<file path="src/rtl/wb_scoreboard_if.sv">
// wb_scoreboard_if: issue, writeback and RegFile signals shared by the scoreboard and its neighbours.
interface wb_scoreboard_if;
   logic        issue_valid, issue_use_rs1, issue_use_rs2, issue_long;
   logic [4:0]  issue_rs1, issue_rs2, issue_rd;
   logic        alu_wb_valid, long_wb_valid, long_wb_ready;
   logic [4:0]  alu_wb_rd, long_wb_rd;
   logic [31:0] alu_wb_res, long_wb_res;
   logic        rf_we, stall;
   logic [4:0]  rf_rd;
   logic [31:0] rf_wdata, busy_o;
   modport master (
      output issue_valid, issue_use_rs1, issue_use_rs2, issue_long, issue_rs1, issue_rs2, issue_rd,
      output alu_wb_valid, alu_wb_rd, alu_wb_res, long_wb_valid, long_wb_rd, long_wb_res,
      input  long_wb_ready, rf_we, rf_rd, rf_wdata, stall, busy_o
   );
   modport slave (
      input  issue_valid, issue_use_rs1, issue_use_rs2, issue_long, issue_rs1, issue_rs2, issue_rd,
      input  alu_wb_valid, alu_wb_rd, alu_wb_res, long_wb_valid, long_wb_rd, long_wb_res,
      output long_wb_ready, rf_we, rf_rd, rf_wdata, stall, busy_o
   );
endinterface

</file>
<file path="src/rtl/wb_scoreboard.sv">
// wb_scoreboard: RegFile writeback arbiter (ALU over long unit) plus long-latency register scoreboard and decode stall.
module wb_scoreboard #(
   parameter int MAX_LONG = 4,
   parameter int STARVE_LIMIT = 3
) (
   input logic clk,
   input logic rst,
   wb_scoreboard_if.slave bus
);
   localparam int OW = $clog2(MAX_LONG + 1);
   localparam int SW = $clog2(STARVE_LIMIT + 1);
   localparam logic [OW-1:0] OUT_MAX = OW'(MAX_LONG);
   localparam logic [SW-1:0] STARVE_MAX = SW'(STARVE_LIMIT);
   logic [31:0] busy_q, busy_d;
   logic [OW-1:0] outstanding_q, outstanding_d;
   logic [SW-1:0] starve_q, starve_d;
   logic long_xfer, set_en, clr_en, hazard;
   always_comb begin
      bus.long_wb_ready = !rst && !bus.alu_wb_valid;
      long_xfer = bus.long_wb_valid && bus.long_wb_ready;
      bus.rf_we = !rst && (bus.alu_wb_valid ? bus.alu_wb_rd != '0 : long_xfer && bus.long_wb_rd != '0);
      bus.rf_rd = bus.alu_wb_valid ? bus.alu_wb_rd : bus.long_wb_rd;
      bus.rf_wdata = bus.alu_wb_valid ? bus.alu_wb_res : bus.long_wb_res;
      hazard = bus.issue_valid && ((bus.issue_use_rs1 && busy_q[bus.issue_rs1]) ||
                                   (bus.issue_use_rs2 && busy_q[bus.issue_rs2]) ||
                                   (bus.issue_rd != '0 && busy_q[bus.issue_rd]) ||
                                   (bus.issue_long && bus.issue_rd != '0 && outstanding_q == OUT_MAX));
      bus.stall = rst || hazard || starve_q == STARVE_MAX;
      set_en = bus.issue_valid && !bus.stall && bus.issue_long && bus.issue_rd != '0;
      // Results landing after a reset find their bit already clear, so they never decrement.
      clr_en = long_xfer && busy_q[bus.long_wb_rd];
      busy_d = busy_q;
      if (clr_en) busy_d[bus.long_wb_rd] = 1'b0;
      if (set_en) busy_d[bus.issue_rd] = 1'b1;
      busy_d[0] = 1'b0;
      outstanding_d = outstanding_q + OW'(set_en) - OW'(clr_en);
      starve_d = (bus.long_wb_valid && !bus.long_wb_ready) ? starve_q + SW'(starve_q != STARVE_MAX) : '0;
   end
   always_ff @(posedge clk) begin
      if (rst) begin
         busy_q <= '0;
         outstanding_q <= '0;
         starve_q <= '0;
      end else begin
         busy_q <= busy_d;
         outstanding_q <= outstanding_d;
         starve_q <= starve_d;
      end
   end
   assign bus.busy_o = busy_q;
   a_alu_busy: assert property (@(posedge clk) disable iff (rst) bus.alu_wb_valid |-> !busy_q[bus.alu_wb_rd]);
   a_long_idle: assert property (@(posedge clk) disable iff (rst) long_xfer && bus.long_wb_rd != '0 |-> busy_q[bus.long_wb_rd]);
   a_over: assert property (@(posedge clk) disable iff (rst) set_en && !clr_en |-> outstanding_q != OUT_MAX);
   a_under: assert property (@(posedge clk) disable iff (rst) clr_en && !set_en |-> outstanding_q != '0);
endmodule

</file>
<file path="src/flat_wrapper.sv">
// flat-port wrapper written by rule: the top's interface ports become plain ports
module wb_scoreboard_flat 
#(
   parameter int MAX_LONG = 4,
   parameter int STARVE_LIMIT = 3
)
  (clk, rst, bus_issue_valid, bus_issue_use_rs1, bus_issue_use_rs2, bus_issue_long, bus_issue_rs1, bus_issue_rs2, bus_issue_rd, bus_alu_wb_valid, bus_alu_wb_rd, bus_alu_wb_res, bus_long_wb_valid, bus_long_wb_rd, bus_long_wb_res, bus_long_wb_ready, bus_rf_we, bus_rf_rd, bus_rf_wdata, bus_stall, bus_busy_o);
  wb_scoreboard_if bus_i ();
  input logic clk;
  input logic rst;
  input wire logic [$bits(bus_i.issue_valid)-1:0] bus_issue_valid;
  input wire logic [$bits(bus_i.issue_use_rs1)-1:0] bus_issue_use_rs1;
  input wire logic [$bits(bus_i.issue_use_rs2)-1:0] bus_issue_use_rs2;
  input wire logic [$bits(bus_i.issue_long)-1:0] bus_issue_long;
  input wire logic [$bits(bus_i.issue_rs1)-1:0] bus_issue_rs1;
  input wire logic [$bits(bus_i.issue_rs2)-1:0] bus_issue_rs2;
  input wire logic [$bits(bus_i.issue_rd)-1:0] bus_issue_rd;
  input wire logic [$bits(bus_i.alu_wb_valid)-1:0] bus_alu_wb_valid;
  input wire logic [$bits(bus_i.alu_wb_rd)-1:0] bus_alu_wb_rd;
  input wire logic [$bits(bus_i.alu_wb_res)-1:0] bus_alu_wb_res;
  input wire logic [$bits(bus_i.long_wb_valid)-1:0] bus_long_wb_valid;
  input wire logic [$bits(bus_i.long_wb_rd)-1:0] bus_long_wb_rd;
  input wire logic [$bits(bus_i.long_wb_res)-1:0] bus_long_wb_res;
  output wire logic [$bits(bus_i.long_wb_ready)-1:0] bus_long_wb_ready;
  output wire logic [$bits(bus_i.rf_we)-1:0] bus_rf_we;
  output wire logic [$bits(bus_i.rf_rd)-1:0] bus_rf_rd;
  output wire logic [$bits(bus_i.rf_wdata)-1:0] bus_rf_wdata;
  output wire logic [$bits(bus_i.stall)-1:0] bus_stall;
  output wire logic [$bits(bus_i.busy_o)-1:0] bus_busy_o;
  assign bus_i.issue_valid = bus_issue_valid;
  assign bus_i.issue_use_rs1 = bus_issue_use_rs1;
  assign bus_i.issue_use_rs2 = bus_issue_use_rs2;
  assign bus_i.issue_long = bus_issue_long;
  assign bus_i.issue_rs1 = bus_issue_rs1;
  assign bus_i.issue_rs2 = bus_issue_rs2;
  assign bus_i.issue_rd = bus_issue_rd;
  assign bus_i.alu_wb_valid = bus_alu_wb_valid;
  assign bus_i.alu_wb_rd = bus_alu_wb_rd;
  assign bus_i.alu_wb_res = bus_alu_wb_res;
  assign bus_i.long_wb_valid = bus_long_wb_valid;
  assign bus_i.long_wb_rd = bus_long_wb_rd;
  assign bus_i.long_wb_res = bus_long_wb_res;
  assign bus_long_wb_ready = bus_i.long_wb_ready;
  assign bus_rf_we = bus_i.rf_we;
  assign bus_rf_rd = bus_i.rf_rd;
  assign bus_rf_wdata = bus_i.rf_wdata;
  assign bus_stall = bus_i.stall;
  assign bus_busy_o = bus_i.busy_o;
  wb_scoreboard #(.MAX_LONG(MAX_LONG), .STARVE_LIMIT(STARVE_LIMIT)) u_core (.clk(clk), .rst(rst), .bus(bus_i));
endmodule
</file>
<file path="config.mk">
export PLATFORM = sky130hd
export DESIGN_NAME = wb_scoreboard_flat
export DESIGN_NICKNAME = d
export VERILOG_FILES = /design/src/rtl/wb_scoreboard_if.sv /design/src/rtl/wb_scoreboard.sv /design/src/flat_wrapper.sv
export SDC_FILE = /design/constraint.sdc
export NUM_CORES = 1
export LEC_CHECK = 0
export CAP_MARGIN = 25
export CELL_PAD_IN_SITES_DETAIL_PLACEMENT = 0
export CELL_PAD_IN_SITES_GLOBAL_PLACEMENT = 1
export CORE_ASPECT_RATIO = 1.1
export CORE_MARGIN = 8
export CORE_UTILIZATION = 32
export CTS_CLUSTER_DIAMETER = 30
export DETAILED_ROUTE_END_ITERATION = 7
export PLACE_DENSITY_LB_ADDON = 0.1
export SETUP_SLACK_MARGIN = 0.15
export SLEW_MARGIN = 20
export SYNTH_ARGS = -nofsm -noshare
export SYNTH_HDL_FRONTEND = slang
export SYNTH_SLANG_ARGS = --single-unit
</file>
<file path="constraint.sdc">
create_clock -name clk -period 9.4 [get_ports clk]
set_clock_uncertainty 0.15 [all_clocks]
set_input_delay 2.82 -clock clk [delete_from_list [all_inputs] [get_ports clk]]
set_output_delay 2.82 -clock clk [all_outputs]
set_load 0.05 [all_outputs]
</file>
==> flow_metrics.tcl <==
set metrics [dict create \
    num_vias 3644 \
    drt-total-wl_um 15320 \
    hold_slack_ns 0.3195 \
    antenna_found_initial 0 \
    ir_drop_v 0.00007855 \
    wl_per_cell_um 25.66 \
    r2r_slack_ns 6.14 \
    core_um2 10250 \
    viasPerCell 6.104 \
    rows 39 \
    final_nets 573 \
    hold_path.class "reg2reg" \
    drcViolationCount 0 \
    num_antenna_cells 0 \
    hold_start "u_core.starve_q[1]$_SDFF_PP0_" \
    cp.required_ns 6.43 \
    crit_type "in2out" \
    grt_use_total_pct 21.38 \
    sequential_cell_area_um2 720.7 \
    fin_crit_ns 8.277 \
    place_hpwl_um 11640 \
    slowest_stage "clkdlybuf4s50_1" \
    ys_types 54 \
    slew_violations 0 \
    cts_buffers 5 \
    multi_input_area_um2 2341 \
    yosysWarnings 0 \
    areaGrowthSynthToFinish_pct 55.24 \
    worstSetupStartpointType "input port" \
    drt_iter0_drc 330 \
    syn_nets 428 \
    worst_setup_path_end_kind "primary output" \
    crit_family "compound AO/OA/AOI/OAI gates" \
    reg2reg_depth 11 \
    die_y_um 122.7 \
    clkSlewWorstSetupHoldPaths_ns 0.06 \
    path_cells "clkdlybuf4s50_1 -> mux2_1 -> a221oi_1 -> a21oi_1 -> o311ai_1 -> o21a_1 -> o221ai_1 -> buf_4" \
    synth_cells 328 \
    max_stage_delay_ns 0.80 \
    synth.ff_latch_count 36 \
    worstReg2RegStart "u_core.bus.busy_o[11]$_SDFF_PP0_" \
    ctsHoldBuffers 0 \
    cts_resized 0 \
    layout-drive-gt1-share_pct 12.24 \
    layout_setup_ws_ns 1.123 \
    fin_crit_sh_pct 88.05 \
    start_util_pct 32.30 \
    die_width_um 113.0 \
    syn_area_um2 3309 \
    synth-seq-area-share_pct 21.78 \
    fillCellCount 981 \
    powerDensity_nw_per_um2 104.4 \
    cts_tree "built" \
    syn_area_per_cell_um2 10.09 \
    cp_num_buf_inv 2 \
    clkSinkCount 36 \
    postRouteAntennaNets 0 \
    h-tree-depth 2 \
    hold_violations 0 \
    grt_first_pass_wirelength_um 22950 \
    place_ws_ns 1.129 \
    clockRootBuffer "clkbuf_16" \
    hold_depth 2 \
    clock.fmax_ghz 0.1208 \
    clk_latency_ns 0.28 \
    first_pass_iters 5 \
    pin_count 169 \
    path_max_fanout 9 \
    grt_setup_unrepaired "no" \
    grt_pass1_vias 3654 \
    io_buffers 167 \
    maxCapViolations 0 \
    finalSetupTns_ns 0 \
    worst-slew-pin-transition_ns 1.019 \
    outcome "completed" \
    arrival_ns 5.31 \
    die-area_um2 13860 \
    power.leakage_nw 1.770 \
    clockBufferDepth 2 \
    r2r-end "u_core.outstanding_q[2]$_SDFF_PP0_" \
    grt_max_degree 42 \
    finalWeightedCongestion 0.9197 \
    grt.overflow.total 0 \
    cts_setup_buffers 0 \
    min_to "u_core.starve_q[0]$_SDFF_PP0_" \
    finish.utilization_pct 50.13 \
    setup_viol 0 \
    final_common_cell "clkdlybuf4s50_1" \
    maxSlewHeadroom_pct 31.98 \
    final_cell_mix "clkdlybuf4s50_1, dfxtp_1, mux2_1, o311ai_1, mux4_2" \
]
-- how the worst max path moves through the flow --
| stage | from | to | slack, ns | cells past startpoint |
|---|---|---|---|---|
| floorplan | bus_issue_rs1[1] | bus_stall | 1.64 | 7 |
| global placement | bus_issue_rs2[1] | bus_stall | 1.18 | 8 |
| detailed placement | bus_issue_rs2[1] | bus_stall | 1.13 | 8 |
| CTS | bus_issue_rs2[1] | bus_stall | 1.12 | 8 |
| global route | bus_issue_rs2[1] | bus_stall | 0.91 | 8 |
| finish | bus_issue_rs2[1] | bus_stall | 1.12 | 8 |
-- tightest hold or removal path, cell delays in order, from the launching register on --
cell and delay, ns:
dfxtp_1 0.32, inv_1 0.05, a21oi_1 0.05
-- flip-flops by register name (all words and copies together), names as in the netlist --
signal,cells
u_core.bus.busy_o,31
u_core.starve_q,2
u_core.outstanding_q,3
-- power breakdown --
part           total, mW  leakage, nW  internal [mW]  switching, mW
Combinational      0.186         1.40         0.0803          0.106
Sequential         0.155        0.290          0.154        0.00168
Clock              0.195       0.0798          0.125         0.0702
-- cells by family after synthesis --
| logic type | Yosys count | synth area share, % |
|---|---|---|
| AOI/OAI and AO/OA | 90 | 21.44 |
| muxes | 78 | 35.35 |
| and+or+nand+nor | 70 | 11.95 |
| buffers and inverters | 48 | 7.486 |
| DFF | 36 | 21.78 |
| adders and majority gates | 3 | 1.361 |
| xor gates and xnor gates | 2 | 0.5294 |
| other | 1 | 0.1133 |
-- routing by layer --
metal	GRT usage, %	share of wire (%)	vias up
li1	-	-	1617
met1	26.57	42	1736
met2	35.53	46	263
met3	5.561	9.5	28
met4	7.083	2.6	0
met5	0	0	-
-- stage by stage --
| stage | instances | area (um^2) | power [mW] |
|---|---|---|---|
| floorplan | 328 | 3309 | 0.2624 |
| global placement | 589 | 4970 | 0.3427 |
| detailed placement | 589 | 4970 | 0.3439 |
| CTS | 597 | 5137 | 0.5373 |
| global route | 597 | 5137 | 0.5539 |
| finish | 597 | 5137 | 0.5363 |
-- Yosys cell counts, drive strengths merged --
cell type | instances | share of area [%]
mux2 | 45 | 15
dfxtp | 36 | 22
o311ai | 33 | 8.7
mux4 | 26 | 18
o31ai | 23 | 5.2
buf | 19 | 4.2
nand2 | 19 | 2.2
clkbuf | 15 | 1.7
inv | 14 | 1.6
nor2 | 10 | 1.1
o21ai | 9 | 1.4
nand3b | 8 | 1.8
nor2b | 8 | 1.5
mux2i | 7 | 2.1
a221oi | 5 | 1.3
a21oi | 4 | 0.60
nand3 | 4 | 0.60
and3b | 3 | 0.79
nand2b | 3 | 0.57
nor3b | 3 | 0.68
a22oi | 2 | 0.45
a32oi | 2 | 0.53
ha | 2 | 0.76
nor4 | 2 | 0.57
o211ai | 2 | 0.60
o41ai | 2 | 0.53
or2 | 2 | 0.38
or3 | 2 | 0.38
or3b | 2 | 0.53
xnor2 | 2 | 0.53
a2111oi | 1 | 0.26
a311o | 1 | 0.30
a31oi | 1 | 0.19
a41oi | 1 | 0.26
and2 | 1 | 0.19
and3 | 1 | 0.19
conb | 1 | 0.11
fa | 1 | 0.60
nor3 | 1 | 0.15
nor4bb | 1 | 0.30
o2111ai | 1 | 0.26
o211a | 1 | 0.30
o21a | 1 | 0.23
o221ai | 1 | 0.26
-- layout make-up --
type	count	share of cell area, %
Clock inverter	3	0.8281
Inverter	14	1.023
Tap cell	123	2.996
Sequential cell	36	14.03
Clock buffer	5	2.435
Multi-Input combinational cell	244	45.57
Timing Repair Buffer	172	33.12
(Power assumes the default switching activity.)
